`config.mk`:
```
export PLATFORM = sky130hd
export DESIGN_NAME = mm_job_sequencer
export DESIGN_NICKNAME = d
export VERILOG_FILES = /design/src/rtl/mm_job_sequencer_pkg.sv /design/src/rtl/mm_job_sequencer_operand_buf.sv /design/src/rtl/mm_job_sequencer.sv
export SDC_FILE = /design/constraint.sdc
export NUM_CORES = 1
export LEC_CHECK = 0
export ABC_AREA = 0
export BUFFER_PORTS_ARGS = -buffer_cell sky130_fd_sc_hd__buf_2
export CAP_MARGIN = 0
export CORE_AREA = 2 2 281 283
export CTS_BUF_LIST = sky130_fd_sc_hd__clkbuf_8
export DETAILED_ROUTE_END_ITERATION = 8
export DIE_AREA = 0 0 283 285
export PLACE_DENSITY = 0.63
export SLEW_MARGIN = 0
export SYNTH_ARGS = -nofsm -noshare
export SYNTH_HDL_FRONTEND = slang
export SYNTH_SLANG_ARGS = --single-unit
```
`constraint.sdc`:
```
create_clock -name clk_i -period 3.28 [get_ports clk_i]
set_input_delay 0.164 -clock clk_i [delete_from_list [all_inputs] [get_ports clk_i]]
set_output_delay 0.164 -clock clk_i [all_outputs]
set_load 0.01 [all_outputs]
```
`src/rtl/mm_job_sequencer_pkg.sv`:
```
// Shared defaults, state encoding and element types for the job sequencer (package mm_pkg).
package mm_pkg;

  localparam int DATA_WIDTH   = 8;
  localparam int N            = 4;
  localparam int C_DATA_WIDTH = 2*DATA_WIDTH + $clog2(N);
  localparam int WAIT_LIMIT   = 4;

  typedef logic [DATA_WIDTH-1:0]   operand_t;
  typedef logic [C_DATA_WIDTH-1:0] result_t;

  typedef enum logic [2:0] {
    CLEAR  = 3'd0,
    LOAD   = 3'd1,
    FEED   = 3'd2,
    WAIT   = 3'd3,
    OUTPUT = 3'd4
  } seq_state_e;

endpackage

```
`src/rtl/mm_job_sequencer_operand_buf.sv`:
```
// N-entry A-column / B-row store for one job: one write port, one zero-padding read port.
module mm_operand_buf
  import mm_pkg::*;
#(
  parameter int DATA_WIDTH = mm_pkg::DATA_WIDTH,
  parameter int N          = mm_pkg::N,
  parameter int WR_W       = (N > 1) ? $clog2(N) : 1,
  parameter int RD_W       = 4
) (
  input  logic                           clk_i,
  input  logic                           reset_i,
  input  logic                           wr_en_i,
  input  logic [WR_W-1:0]                wr_idx_i,
  input  logic [N-1:0][DATA_WIDTH-1:0]   wr_a_i,
  input  logic [N-1:0][DATA_WIDTH-1:0]   wr_b_i,
  input  logic [RD_W-1:0]                rd_idx_i,
  output logic [N-1:0][DATA_WIDTH-1:0]   rd_a_o,
  output logic [N-1:0][DATA_WIDTH-1:0]   rd_b_o
);

  logic [N-1:0][N-1:0][DATA_WIDTH-1:0] a_mem_q;
  logic [N-1:0][N-1:0][DATA_WIDTH-1:0] b_mem_q;

  always_ff @(posedge clk_i) begin
    if (reset_i) begin
      a_mem_q <= '0;
      b_mem_q <= '0;
    end else if (wr_en_i) begin
      a_mem_q[wr_idx_i] <= wr_a_i;
      b_mem_q[wr_idx_i] <= wr_b_i;
    end
  end

  // Indices past the last beat read as zero: that is the skew padding.
  always_comb begin
    rd_a_o = '0;
    rd_b_o = '0;
    if (rd_idx_i < RD_W'(N)) begin
      rd_a_o = a_mem_q[rd_idx_i[WR_W-1:0]];
      rd_b_o = b_mem_q[rd_idx_i[WR_W-1:0]];
    end else begin
      rd_a_o = '0;
      rd_b_o = '0;
    end
  end

endmodule

```
`src/rtl/mm_job_sequencer.sv`:
```
// Job controller for the NxN sum-stationary systolic multiplier: load, feed, capture, present.
// Optional cycle counter port perf_cycles_o is built when MM_SEQ_PERF_EN is defined.
module mm_job_sequencer
  import mm_pkg::*;
#(
  parameter int DATA_WIDTH   = mm_pkg::DATA_WIDTH,
  parameter int N            = mm_pkg::N,
  parameter int C_DATA_WIDTH = 2*DATA_WIDTH + $clog2(N),
  parameter int WAIT_LIMIT   = mm_pkg::WAIT_LIMIT
) (
  input  logic                               clk_i,
  input  logic                               reset_i,
  input  logic                               in_valid_i,
  output logic                               in_ready_o,
  input  logic [N-1:0][DATA_WIDTH-1:0]       in_a_i,
  input  logic [N-1:0][DATA_WIDTH-1:0]       in_b_i,
  output logic                               arr_reset_o,
  output logic                               arr_valid_o,
  output logic [N-1:0][DATA_WIDTH-1:0]       arr_a_o,
  output logic [N-1:0][DATA_WIDTH-1:0]       arr_b_o,
  input  logic                               arr_valid_i,
  input  logic [N*N-1:0][C_DATA_WIDTH-1:0]   arr_c_i,
  output logic                               out_valid_o,
  input  logic                               out_ready_i,
  output logic [N*N-1:0][C_DATA_WIDTH-1:0]   out_c_o,
  output logic                               busy_o,
  output logic                               err_o
`ifdef MM_SEQ_PERF_EN
  ,output logic [15:0]                       perf_cycles_o
`endif
);

  localparam int FEED_LEN = 3*N - 2;
  localparam int FCW      = $clog2(FEED_LEN + 1);
  localparam int BCW      = (N > 1) ? $clog2(N) : 1;
  localparam int WCW      = $clog2(WAIT_LIMIT + 1);

  seq_state_e                           state_q, state_d;
  logic [BCW-1:0]                       beat_cnt_q, beat_cnt_d;
  logic [FCW-1:0]                       feed_cnt_q, feed_cnt_d;
  logic [WCW-1:0]                       wait_cnt_q, wait_cnt_d;
  logic                                 err_q, err_d;
  logic [N*N-1:0][C_DATA_WIDTH-1:0]     out_c_q, out_c_d;
  logic                                 in_ready_q, in_ready_d;
  logic                                 arr_reset_q, arr_reset_d;
  logic                                 arr_valid_q, arr_valid_d;
  logic                                 out_valid_q, out_valid_d;
  logic                                 busy_q, busy_d;
  logic [N-1:0][DATA_WIDTH-1:0]         arr_a_q, arr_a_d;
  logic [N-1:0][DATA_WIDTH-1:0]         arr_b_q, arr_b_d;
  logic                                 buf_wr_en;
  logic [N-1:0][DATA_WIDTH-1:0]         buf_rd_a, buf_rd_b;

  mm_operand_buf #(
    .DATA_WIDTH (DATA_WIDTH),
    .N          (N),
    .WR_W       (BCW),
    .RD_W       (FCW)
  ) u_operand_buf (
    .clk_i      (clk_i),
    .reset_i    (reset_i),
    .wr_en_i    (buf_wr_en),
    .wr_idx_i   (beat_cnt_q),
    .wr_a_i     (in_a_i),
    .wr_b_i     (in_b_i),
    .rd_idx_i   (feed_cnt_d),
    .rd_a_o     (buf_rd_a),
    .rd_b_o     (buf_rd_b)
  );

  // Next-state logic; outputs are decoded from the next state so they leave a flop.
  always_comb begin
    state_d    = state_q;
    beat_cnt_d = beat_cnt_q;
    feed_cnt_d = feed_cnt_q;
    wait_cnt_d = wait_cnt_q;
    err_d      = err_q;
    out_c_d    = out_c_q;
    buf_wr_en  = 1'b0;
    case (state_q)
      CLEAR: begin
        state_d    = LOAD;
        beat_cnt_d = '0;
        feed_cnt_d = '0;
        wait_cnt_d = '0;
      end
      LOAD: begin
        if (in_valid_i && in_ready_q) begin
          buf_wr_en = 1'b1;
          if (beat_cnt_q == BCW'(N-1)) begin
            beat_cnt_d = '0;
            feed_cnt_d = '0;
            state_d    = FEED;
          end else begin
            beat_cnt_d = beat_cnt_q + BCW'(1);
          end
        end else begin
          beat_cnt_d = beat_cnt_q;
        end
      end
      FEED: begin
        if (feed_cnt_q == FCW'(FEED_LEN-1)) begin
          feed_cnt_d = '0;
          wait_cnt_d = '0;
          state_d    = WAIT;
        end else begin
          feed_cnt_d = feed_cnt_q + FCW'(1);
        end
      end
      WAIT: begin
        if (arr_valid_i) begin
          out_c_d = arr_c_i;
          state_d = OUTPUT;
        end else if (wait_cnt_q == WCW'(WAIT_LIMIT-1)) begin
          err_d   = 1'b1;
          state_d = CLEAR;
        end else begin
          wait_cnt_d = wait_cnt_q + WCW'(1);
        end
      end
      OUTPUT: begin
        if (out_ready_i && out_valid_q) begin
          state_d = CLEAR;
        end else begin
          state_d = OUTPUT;
        end
      end
      default: begin
        state_d = CLEAR;
      end
    endcase

    in_ready_d  = (state_d == LOAD);
    arr_reset_d = (state_d == CLEAR);
    arr_valid_d = (state_d == FEED);
    out_valid_d = (state_d == OUTPUT);
    busy_d      = (state_d != LOAD);
    if (state_d == FEED) begin
      arr_a_d = buf_rd_a;
      arr_b_d = buf_rd_b;
    end else begin
      arr_a_d = '0;
      arr_b_d = '0;
    end
  end

  // Sequencer state and registered outputs.
  always_ff @(posedge clk_i) begin
    if (reset_i) begin
      state_q     <= CLEAR;
      beat_cnt_q  <= '0;
      feed_cnt_q  <= '0;
      wait_cnt_q  <= '0;
      err_q       <= 1'b0;
      out_c_q     <= '0;
      in_ready_q  <= 1'b0;
      arr_reset_q <= 1'b1;
      arr_valid_q <= 1'b0;
      out_valid_q <= 1'b0;
      busy_q      <= 1'b1;
      arr_a_q     <= '0;
      arr_b_q     <= '0;
    end else begin
      state_q     <= state_d;
      beat_cnt_q  <= beat_cnt_d;
      feed_cnt_q  <= feed_cnt_d;
      wait_cnt_q  <= wait_cnt_d;
      err_q       <= err_d;
      out_c_q     <= out_c_d;
      in_ready_q  <= in_ready_d;
      arr_reset_q <= arr_reset_d;
      arr_valid_q <= arr_valid_d;
      out_valid_q <= out_valid_d;
      busy_q      <= busy_d;
      arr_a_q     <= arr_a_d;
      arr_b_q     <= arr_b_d;
    end
  end

  // The array must see reset in the same cycle reset_i is raised.
  assign arr_reset_o = arr_reset_q | reset_i;
  assign in_ready_o  = in_ready_q;
  assign arr_valid_o = arr_valid_q;
  assign arr_a_o     = arr_a_q;
  assign arr_b_o     = arr_b_q;
  assign out_valid_o = out_valid_q;
  assign out_c_o     = out_c_q;
  assign busy_o      = busy_q;
  assign err_o       = err_q;

`ifdef MM_SEQ_PERF_EN
  logic [15:0] perf_cnt_q, perf_cnt_d;
  logic        perf_run_q, perf_run_d;

  // Job latency counter: restarts on a job's first beat, freezes once the result is presented.
  always_comb begin
    perf_cnt_d = perf_cnt_q;
    perf_run_d = perf_run_q;
    if ((state_q == LOAD) && in_valid_i && in_ready_q && (beat_cnt_q == BCW'(0))) begin
      perf_cnt_d = 16'd1;
      perf_run_d = 1'b1;
    end else if (perf_run_q) begin
      if (perf_cnt_q != 16'hFFFF) begin
        perf_cnt_d = perf_cnt_q + 16'd1;
      end else begin
        perf_cnt_d = perf_cnt_q;
      end
      if ((state_d == OUTPUT) || (state_d == CLEAR)) begin
        perf_run_d = 1'b0;
      end else begin
        perf_run_d = 1'b1;
      end
    end else begin
      perf_run_d = 1'b0;
    end
  end

  // Latency counter registers.
  always_ff @(posedge clk_i) begin
    if (reset_i) begin
      perf_cnt_q <= 16'd0;
      perf_run_q <= 1'b0;
    end else begin
      perf_cnt_q <= perf_cnt_d;
      perf_run_q <= perf_run_d;
    end
  end

  assign perf_cycles_o = perf_cnt_q;
`endif

endmodule

```
==> flow_summary.toml, run 1 <==
[sta]
rsz0062_at_grt = "false"
hold_viol = 0
fin_worst_skew_ns = 0.04228
setup_viol_count_final = 0
achievable-frequency_mhz = 346.9
worstMarginPinSlew_ns = 0.9137
holdWs_ns = 0.08462
timing.final.max_slew_violations = 0
layout_worst_path_cycle_share_pct = 87.88
slew-limit-headroom_pct = 39.09
period_needed_ns = 2.882
tns_ns = 0

[global_route]
largest_net_degree_at_the_start_of_global_routing = 174
grt_antenna_before_repair = 23
overflow = 0
grt_util_all_layers_pct = 23.85
grt_first_pass_wirelength_mm = 147.2
number_of_global_route_vias_before_repair = 23600

[route]
drt_pass1_iterations = 5
drt_wl_total_mm = 100.1
wire_per_inst_um = 20.05
remaining_drc_errors = 0
dr.first_iter.drc_count = 1744
vias_per_cell = 4.805
dr_total_vias = 24000
detail-route-antenna-nets = 0

[synthesis]
yosysWarningCount = 0
post_synth.cell_area_avg_um2 = 8.274
postSynthRegisterBits = 626
netlist.top_cell.by_area = "sky130_fd_sc_hd__dfxtp_1"
netlist-cell-type-count = 50
yosys-top-cells-area = "sky130_fd_sc_hd__dfxtp_1 53%, sky130_fd_sc_hd__nand2_1 19%, sky130_fd_sc_hd__a21oi_1 12%"
synth-async-reset-ratio_pct = 0
ys_seq_area_share_pct = 53.43
synth-main-ff-cell = "sky130_fd_sc_hd__dfxtp_1"
cell_area_after_technology_mapping_mm2 = 0.02346
post_synth_edffs = 0
synth_top_area_share_pct = 53.43
postSynthCellCount = 2835
synthesis.nets = 3200

[status]
run_status = "completed"

[hold_path]
min_delay_worst_type = "in -> reg"

[power]
power_leakage_nw = 13.28
power_density_mw_per_mm2 = 467.9
vdd.ir_drop.worst_v = 0.0003843
post-layout-total-power_mw = 15.81

[floorplanning]
design.portCount = 715
start_util_pct = 30.08
fp.dieW_um = 283
floorplan.die.height_um = 285
fp.dieArea_mm2 = 0.08066
design.core.area_mm2 = 0.07797
num_rows = 103

[cts]
post_cts_setup_buffer_count = 0
cts_inserted_buffers = 107
number_of_h_tree_levels = 3
clkSlewWorstSetupHoldPaths_ns = 0.06
resize_count_post_cts = 0
clock-sinks = 626
clock_path_buffers = 3
insertion_delay_ns = 0.73
root_buffer_cell = "sky130_fd_sc_hd__clkbuf_8"
cts_tree = "built"
number_of_hold_buffers_added_after_cts = 359

[place]
io_buffers = 714
place.gp.congestion = 0.8866
dpl-instance-area_mm2 = 0.02796
dp.final_hpwl_mm = 69.72

[final_layout]
area_growth_syn_to_layout_pct = 44.07
fin_nets = 4215
num-fill-cells = 7639
multiInputGateArea_mm2 = 0.009808
postLayoutCellArea_mm2 = 0.03379
final-seq-area_mm2 = 0.01253
drive_above_1_share_pct = 26.67

[critical_path]
cp_data_required_time_ns = 3.93
timing_worst_setup_path_type = "reg -> reg"
critPathLaunchType = "flip-flop"
worst-path-max-fanout = 20
worst-endpoint-arrival_ns = 3.53
max_incr_delay_on_cp_ns = 0.59
cp_slowest_cell = "sky130_fd_sc_hd__and2_2"
timing.critical_path.to_type = "flip-flop"
crit_path_cell_trace = "or3b_1 > nor2_2 > and2_2 > buf_12 > nand2_1 > a21oi_1 > dlygate4sd3_1"

[run]
cap_violations = 0
-- layout make-up --
class                      instances  share of cell area [%]
clock inverter                    42                  0.6776
inverter                           8                 0.08886
clock buffer                     143                   5.824
timing repair buffer            1128                   23.27
sequential                       626                   37.08
multi-input combinational       1979                   29.02
tap                             1050                   3.888
antenna                           19                  0.1407
-- Yosys cell counts (all sizes together) (3+ instances only) --
cell type,number
buf,92
dfxtp,626
a21oi,615
and2,5
nand3,5
nor2,15
nand2,1166
ha,8
clkbuf,130
nor2b,3
a221oi,64
mux2i,66
inv,8
-- power by group --
part	internal [mW]	switching [mW]	total, mW
Combinational	0.493	0.418	0.911
Clock	3.94	3.30	7.24
Sequential	7.64	0.0219	7.66
Total	12.1	3.74	15.8
-- flip-flops by register name (all words and copies together) (netlist names) --
register,flops
u_operand_buf.a_mem_q,128
out_c_o,288
in_ready_o,1
busy_o,1
arr_b_o,32
arr_a_o,32
err_o,1
u_operand_buf.b_mem_q,128
arr_reset_q,1
state_q,3
wait_cnt_q,3
out_valid_o,1
arr_valid_o,1
feed_cnt_q,4
beat_cnt_q,2
-- worst max-delay path, delay by kind of cell (launching register included) --
kind / cells / cell delay, ns
simple gates: 4 / 1.42
compound gates: 1 / 0.11
flops: 1 / 0.50
buf+inv: 2 / 0.81
-- kinds of logic (layout without fill, tap and decap cells) --
family	after synthesis	after routing	share of synthesized area, %
AOI/OAI and AO/OA	694	694	18.39
muxes	66	66	2.870
xor gates and xnor gates	1	1	0.03735
and+or+nand+nor	1210	1210	19.90
other	0	19	0
buffers and inverters	230	1321	4.950
adders and majority gates	8	8	0.4268
DFF	626	626	53.43
-- layout by cell type (no fill, tap or decap), drive strengths merged, types with 2 or more instances in the layout --
master	count
nand2	1166
buf	769
dfxtp	626
a21oi	615
dlygate4sd3	359
clkbuf	143
mux2i	66
a221oi	64
inv	43
diode	19
nor2	15
ha	8
nand3	5
and2	5
nor2b	3
clkinvlp	3
clkinv	3
or2	2
nand3b	2
and3	2
o21ai	2
a31oi	2
o31a	2
a211o	2
nor4	2
-- metrics by stage --
step	util, %	cells	worst slack (ns)
after floorplan	-	2835	1.292
after global placement	35.85	4432	0.9343
after detailed placement	35.85	4432	0.8501
after CTS	43.28	4976	0.3837
after global routing	43.32	4987	0.2250
final	43.34	4995	0.3975
-- worst paths after layout --
kind | depth (start not counted) | slack (ns) | endpoint | startpoint
worst min register to register | 2 | 0.45 | out_c_o[259]$_SDFFE_PP0P_ | out_c_o[259]$_SDFFE_PP0P_
worst min-delay path | 5 | 0.08 | u_operand_buf.b_mem_q[119]$_SDFFE_PP0P_ | in_valid_i
worst max register to register | 7 | 0.40 | u_operand_buf.a_mem_q[83]$_SDFFE_PP0P_ | state_q[0]$_SDFF_PP0_
worst max-delay path | 7 | 0.40 | u_operand_buf.a_mem_q[83]$_SDFFE_PP0P_ | state_q[0]$_SDFF_PP0_
-- layer usage --
layer | track usage, % | wire, µm | up-vias | share of wire [%]
met5 | 0 | 32 | - | 0.032
met1 | 28.17 | 39500 | 11270 | 39
met3 | 6.152 | 7909 | 295 | 7.9
met2 | 37.59 | 44370 | 1025 | 44
met4 | 17.41 | 8313 | 6 | 8.3
li1 | - | - | 11400 | -
No activity file was read; power rests on OpenSTA's default activity.
==> run 2, diff against run 1 <==
Settings changed: ABC_AREA 0 to 1, CORE_AREA 2 2 281 283 to 2 2 276 278, DIE_AREA 0 0 283 285 to 0 0 278 280, PLACE_DENSITY 0.63 to 0.65.
==> run 2 against run 1 <==
- cell count rose by 2.7%
- combinational power grew 22%
- global-route usage up 0.55 points
- largest cell class unchanged
- largest power group unchanged
==> flow_summary.toml, run 2 <==
[critical_path]
critPathLaunchType = "flip-flop"
timing.critical_path.to_type = "flip-flop"
crit_path_cell_trace = "inv_1 > nor2_4 > buf_12 > nand3_1 > a21oi_1 > dlygate4sd3_1"
worst-endpoint-arrival_ns = 3.17
cp_slowest_cell = "sky130_fd_sc_hd__dlygate4sd3_1"
worst-path-max-fanout = 154
cp_data_required_time_ns = 3.93
max_incr_delay_on_cp_ns = 0.55
timing_worst_setup_path_type = "reg -> reg"

[synthesis]
synth-async-reset-ratio_pct = 0
synth_top_area_share_pct = 52.28
postSynthCellCount = 3092
ys_seq_area_share_pct = 52.28
cell_area_after_technology_mapping_mm2 = 0.02397
post_synth_fa_ha_maj_area_fraction_pct = 0.4175
synth-main-ff-cell = "sky130_fd_sc_hd__dfxtp_1"
synthesis.nets = 3457
yosys.area_share.xor_xnor_pct = 0.03653
yosys-top-cells-area = "sky130_fd_sc_hd__dfxtp_1 52%, sky130_fd_sc_hd__a21oi_1 13%, sky130_fd_sc_hd__nand3_1 12%"
dominant_combinational_cell_family_by_area_after_synthesis = "simple AND/OR/NAND/NOR gates"
netlist.top_cell.by_area = "sky130_fd_sc_hd__dfxtp_1"
synth_compound_area_share_pct = 18.56
post_synth_edffs = 0
yosysWarningCount = 0
post_synth.cell_area_avg_um2 = 7.753
yosys.area_share.simple_pct = 19.12
netlist-cell-type-count = 29
synth_top_cells_by_count = "626 x sky130_fd_sc_hd__dfxtp_1, 605 x sky130_fd_sc_hd__a21oi_1, 551 x sky130_fd_sc_hd__nand3_1"
synth.area.mux_share_pct = 0
postSynthRegisterBits = 626
post-synth-top-count-cell = "sky130_fd_sc_hd__dfxtp_1"

[final_layout]
drive_above_1_share_pct = 22.79
num-fill-cells = 7375
final-seq-area_mm2 = 0.01253
final_common_cell = "sky130_fd_sc_hd__buf_2"
mostFrequentLayoutCells = "712 x sky130_fd_sc_hd__buf_2, 626 x sky130_fd_sc_hd__dfxtp_1, 605 x sky130_fd_sc_hd__a21oi_1, 551 x sky130_fd_sc_hd__nand3_1, 434 x sky130_fd_sc_hd__nand2_1"
fin_nets = 4415
multiInputGateArea_mm2 = 0.009219
flip_flop_count_of_the_largest_register_after_layout = 288
stdcell_count = 5130
area_growth_syn_to_layout_pct = 42.72
postLayoutCellArea_mm2 = 0.03421

[global_route]
overflow = 0
largest_net_degree_at_the_start_of_global_routing = 220
number_of_global_route_vias_before_repair = 24280
grt_antenna_before_repair = 18
grt_util_all_layers_pct = 24.40
grt_first_pass_wirelength_mm = 147.6

[place]
dp.final_hpwl_mm = 64.58
place.gp.congestion = 0.9478
dp.cells = 4537
io_buffers = 714
dpl-instance-area_mm2 = 0.02800

[sta]
period_needed_ns = 2.525
rsz0062_at_grt = "false"
worstMarginPinSlew_ns = 1.051
layout_worst_path_cycle_share_pct = 76.99
tns_ns = 0
fin_worst_skew_ns = 0.03099
timing.final.max_slew_violations = 0
hold_viol = 0
setup_viol_count_final = 0
achievable-frequency_mhz = 396.0
slew-limit-headroom_pct = 29.91

[power]
vdd.ir_drop.worst_v = 0.0003254
pwr-share-comb_pct = 6.7
total_switching_power_mw = 3.917
clock_power_share_pct = 46.4
sequentialPowerShare_pct = 46.9
power_density_mw_per_mm2 = 480.0
sw_frac_of_total_pct = 23.85
power_leakage_nw = 14.37
cell_internal_pwr_mw = 12.51

[route]
dr.first_iter.drc_count = 2102
drt_pass1_iterations = 6
detail-route-antenna-nets = 0
vias_per_cell = 4.986
dr_total_vias = 25580
drt_wl_total_mm = 99.18
wire_per_inst_um = 19.33
remaining_drc_errors = 0

[run]
cap_violations = 0

[floorplanning]
num_rows = 101
fp.dieW_um = 278
start_util_pct = 31.88
fp.dieArea_mm2 = 0.07784
floorplan.die.height_um = 280
design.portCount = 715
design.core.area_mm2 = 0.07519

[cts]
number_of_h_tree_levels = 3
clkSlewWorstSetupHoldPaths_ns = 0.07
insertion_delay_ns = 0.69
cts_tree = "built"
post_cts_setup_buffer_count = 0
root_buffer_cell = "sky130_fd_sc_hd__clkbuf_8"
clock-sinks = 626
cts_inserted_buffers = 109
clock_path_buffers = 3

[hold_path]
min_delay_worst_type = "in -> reg"

[status]
run_status = "completed"
[run 2: worst paths after layout]
| path | start | end | slack [ns] | cells past startpoint |
|---|---|---|---|---|
| worst max-delay path | state_q[1]$_SDFF_PP0_ | out_c_o[253]$_SDFFE_PP0P_ | 0.75 | 6 |
| worst min-delay path | arr_c_i[255] | out_c_o[255]$_SDFFE_PP0P_ | 0.27 | 4 |
| worst max register to register | state_q[1]$_SDFF_PP0_ | out_c_o[253]$_SDFFE_PP0P_ | 0.75 | 6 |
| worst min register to register | u_operand_buf.a_mem_q[83]$_SDFFE_PP0P_ | u_operand_buf.a_mem_q[83]$_SDFFE_PP0P_ | 0.45 | 2 |
[run 2: metal layers]
layer	vias to the layer above	GRT usage (%)	routed length (µm)
li1	12250	-	-
met1	11930	28.32	38170
met2	1083	39.58	46000
met3	314	6.212	7569
met4	8	16.65	7317
met5	-	0.7505	120
[run 2: cell type report]
| cell class | count | share of cell area, % |
|---|---|---|
| flip-flops and latches | 626 | 36.63 |
| multi-input cells | 1913 | 26.94 |
| repair buffers | 1123 | 22.77 |
| clock buffers | 149 | 5.994 |
| well taps | 978 | 3.577 |
| inverters | 277 | 3.050 |
| clock inverters | 46 | 0.9069 |
| diodes | 18 | 0.1317 |
[run 2: power by group through the flow]
stage / clock [mW] / combinational (mW) / sequential (mW)
4_1_cts: 7.79 / 1.09 / 7.70
6_report: 7.62 / 1.11 / 7.70
2_1_floorplan: 0 / 0.362 / 7.86
5_1_grt: 8.13 / 1.21 / 7.70
3_3_place_gp: 0 / 0.717 / 7.86
3_5_place_dp: 0 / 0.727 / 7.87
[run 2: stage by stage]
step	utilization (%)	hold slack, ns	total power [mW]	setup slack [ns]
final	45.50	0.2714	16.42	0.7547
after detailed placement	37.24	0.4420	8.593	0.8942
after global placement	37.24	0.4363	8.579	0.9506
after global routing	45.49	0.2519	17.03	0.5272
after CTS	45.44	0.1811	16.58	0.7302
after floorplan	-	0.3291	8.224	1.668
[run 2: cell families after synthesis]
family / after synthesis
and+or+nand+nor: 1024
AOI/OAI and AO/OA: 880
DFF: 626
buffers and inverters: 553
adders and majority gates: 8
xor gates and xnor gates: 1
[run 2: worst max-delay path: cells and delay by family (launching register included)]
kind | cells | cell delay [ns]
buf+inv | 3 | 1.15
simple gates | 2 | 0.54
compound gates | 1 | 0.19
flops | 1 | 0.41
[run 2: repair_timing]
item / 4_1_cts / 5_1_grt
resized for setup: 0 / 0
hold endpoints to repair: 557 / 0
hold buffers: 380 / 0
==> run 3, diff against run 2 <==
Settings changed: ABC_AREA 1 to 0, CORE_AREA 2 2 276 278 to 2 2 275 277, DIE_AREA 0 0 278 280 to 0 0 277 279, PLACE_DENSITY 0.65 to 0.67.
Clock period 3.28 ns to 2.2 ns, I/O delays scaled along.
==> run 3 against run 2 <==
- via count shrank 5.6%
- power grew 42%
- core utilization grew 0.46 points
- non-clock buffer count grew 33
- combinational power grew 23%
- die area shrank 0.72%
- count of clock-buffer cells in the layout shrank 21
- register-to-register slack lost 0.66 ns
- setup slack lost 0.66 ns
- critical path depth grew 3
- sequential power grew 48%
- critical path type unchanged
- largest power group unchanged
- highest routed layer unchanged
==> flow_summary.toml, run 3 (synthesis gave the netlist of run 1 again) <==
[critical_path]
critical_register_to_register_path_startpoint = "feed_cnt_q[1]$_SDFF_PP0_"
critPathLaunchType = "flip-flop"
reg2reg_setup_slack_ns = 0.1
cp_slowest_cell = "sky130_fd_sc_hd__dfxtp_1"
worst_r2r_endpoint = "arr_b_o[15]$_SDFF_PP0_"
r2r.worst_path.cells = 9
timing_worst_setup_path_type = "reg -> reg"
crit_path_cell_trace = "inv_1 > ha_1 > nand3b_1 > nand4b_1 > buf_4 > and2_2 > buf_12 > mux2i_1 > a221oi_2"
timing.critical_path.to_type = "flip-flop"
worst-path-max-fanout = 14
cp_data_required_time_ns = 2.83
worst-endpoint-arrival_ns = 2.73
max_incr_delay_on_cp_ns = 0.37

[run]
cap_violations = 0

[final_layout]
final-seq-area_mm2 = 0.01253
postLayoutCellArea_mm2 = 0.03404
flip_flop_count_of_the_largest_register_after_layout = 288
area_growth_syn_to_layout_pct = 45.13
mostFrequentLayoutCells = "1160 x sky130_fd_sc_hd__nand2_1, 713 x sky130_fd_sc_hd__buf_2, 625 x sky130_fd_sc_hd__dfxtp_1, 575 x sky130_fd_sc_hd__a21oi_1, 356 x sky130_fd_sc_hd__dlygate4sd3_1"
num-fill-cells = 7254
final_common_cell = "sky130_fd_sc_hd__nand2_1"
utilization_pct = 45.96
drive_above_1_share_pct = 27.27
fin_nets = 4248
multiInputGateArea_mm2 = 0.009836

[route]
remaining_drc_errors = 0
drt_pass1_iterations = 6
dr_total_vias = 24140
dr.first_iter.drc_count = 1989
wire_per_inst_um = 21.32
vias_per_cell = 4.887
detail-route-antenna-nets = 0
drt_wl_total_mm = 105.3

[sta]
worstMarginPinSlew_ns = 0.7998
tns_ns = 0
slew-limit-headroom_pct = 46.68
setup_viol_count_final = 0
final.setup.worst_slack_ns = 0.09563
period_needed_ns = 2.104
hold_viol = 0
holdWs_ns = 0.1667
achievable-frequency_mhz = 475.2
layout_worst_path_cycle_share_pct = 95.65
fin_worst_skew_ns = 0.03136
timing.final.max_slew_violations = 0

[cts]
clock-sinks = 626
cts_inserted_buffers = 110
clock_path_buffers = 3
number_of_h_tree_levels = 3
root_buffer_cell = "sky130_fd_sc_hd__clkbuf_8"
insertion_delay_ns = 0.70
cts_tree = "built"
clkSlewWorstSetupHoldPaths_ns = 0.06

[floorplanning]
fp.dieW_um = 277
floorplan.die.height_um = 279
num_rows = 100
fp.dieArea_mm2 = 0.07728
design.core.area_mm2 = 0.07407
start_util_pct = 31.67
design.portCount = 715

[place]
place.gp.congestion = 0.9324
dpl-instance-area_mm2 = 0.02815
pre_cts_ws_ns = 0.04417
dp.final_hpwl_mm = 74.07
io_buffers = 714

[power]
vdd.ir_drop.worst_v = 0.0004876
power_density_mw_per_mm2 = 685.4
power_leakage_nw = 13.45

[global_route]
number_of_global_route_vias_before_repair = 23180
overflow = 0
grt_antenna_before_repair = 20
grt_first_pass_wirelength_mm = 149.8
largest_net_degree_at_the_start_of_global_routing = 159
grt_util_all_layers_pct = 25.70

[hold_path]
min_to = "out_c_o[228]$_SDFFE_PP0P_"
hp-start = "arr_c_i[228]"
min_delay_worst_type = "in -> reg"
timing.hold.worst_path_depth = 4

[status]
run_status = "completed"
## run 3: how the worst max path moves through the flow
stage,from,to
after detailed placement,beat_cnt_q[1]$_SDFFE_PP0P_,arr_a_o[27]$_SDFF_PP0_
after global placement,feed_cnt_q[0]$_SDFF_PP0_,arr_a_o[28]$_SDFF_PP0_
after CTS,beat_cnt_q[1]$_SDFFE_PP0P_,arr_a_o[27]$_SDFF_PP0_
after global routing,feed_cnt_q[1]$_SDFF_PP0_,arr_b_o[23]$_SDFF_PP0_
after floorplan,wait_cnt_q[1]$_SDFFE_PP0P_,arr_a_o[10]$_SDFF_PP0_
final,feed_cnt_q[1]$_SDFF_PP0_,arr_b_o[15]$_SDFF_PP0_
## run 3: layout make-up
class,count,share of cell area [%]
tap,969,3.561
clock inverter,54,1.011
sequential,626,36.82
timing repair buffer,1156,24.33
multi-input combinational,1981,28.89
antenna,17,0.1250
inverter,8,0.08821
clock buffer,128,5.175
## run 3: stage by stage
stage | instances | power [mW]
2_1_floorplan | 2835 | 11.96
3_3_place_gp | 4370 | 12.47
3_5_place_dp | 4370 | 12.48
4_1_cts | 4908 | 23.50
5_1_grt | 4932 | 24.14
6_report | 4939 | 23.33
## run 3: worst max-delay path, delay by kind of cell, from the launching register on
kind / cells / cell delay [ns]
simple gates: 3 / 0.61
buf+inv: 3 / 0.46
flops: 1 / 0.37
compound gates: 1 / 0.27
fa+ha+maj: 1 / 0.17
mux: 1 / 0.13
## run 3: repair_timing
action | CTS | global route
hold buffers | 356 | 0
setup buffers | 0 | 9
resized for setup | 0 | 4
endpoints found under the hold margin | 557 | 0
setup endpoints to repair | 0 | 80
## run 3: power breakdown
group,switching (mW),internal [mW]
logic,0.625,0.743
clock network,4.94,5.61
registers,0.0298,11.4
## run 3: metal layers
metal | track usage [%] | share of wire [%] | vias to the layer above
met5 | 0 | 0.078 | -
met4 | 13.60 | 5.8 | 12
met3 | 6.393 | 7.5 | 254
met2 | 42.26 | 46 | 997
met1 | 31.03 | 40 | 11400
li1 | - | - | 11470
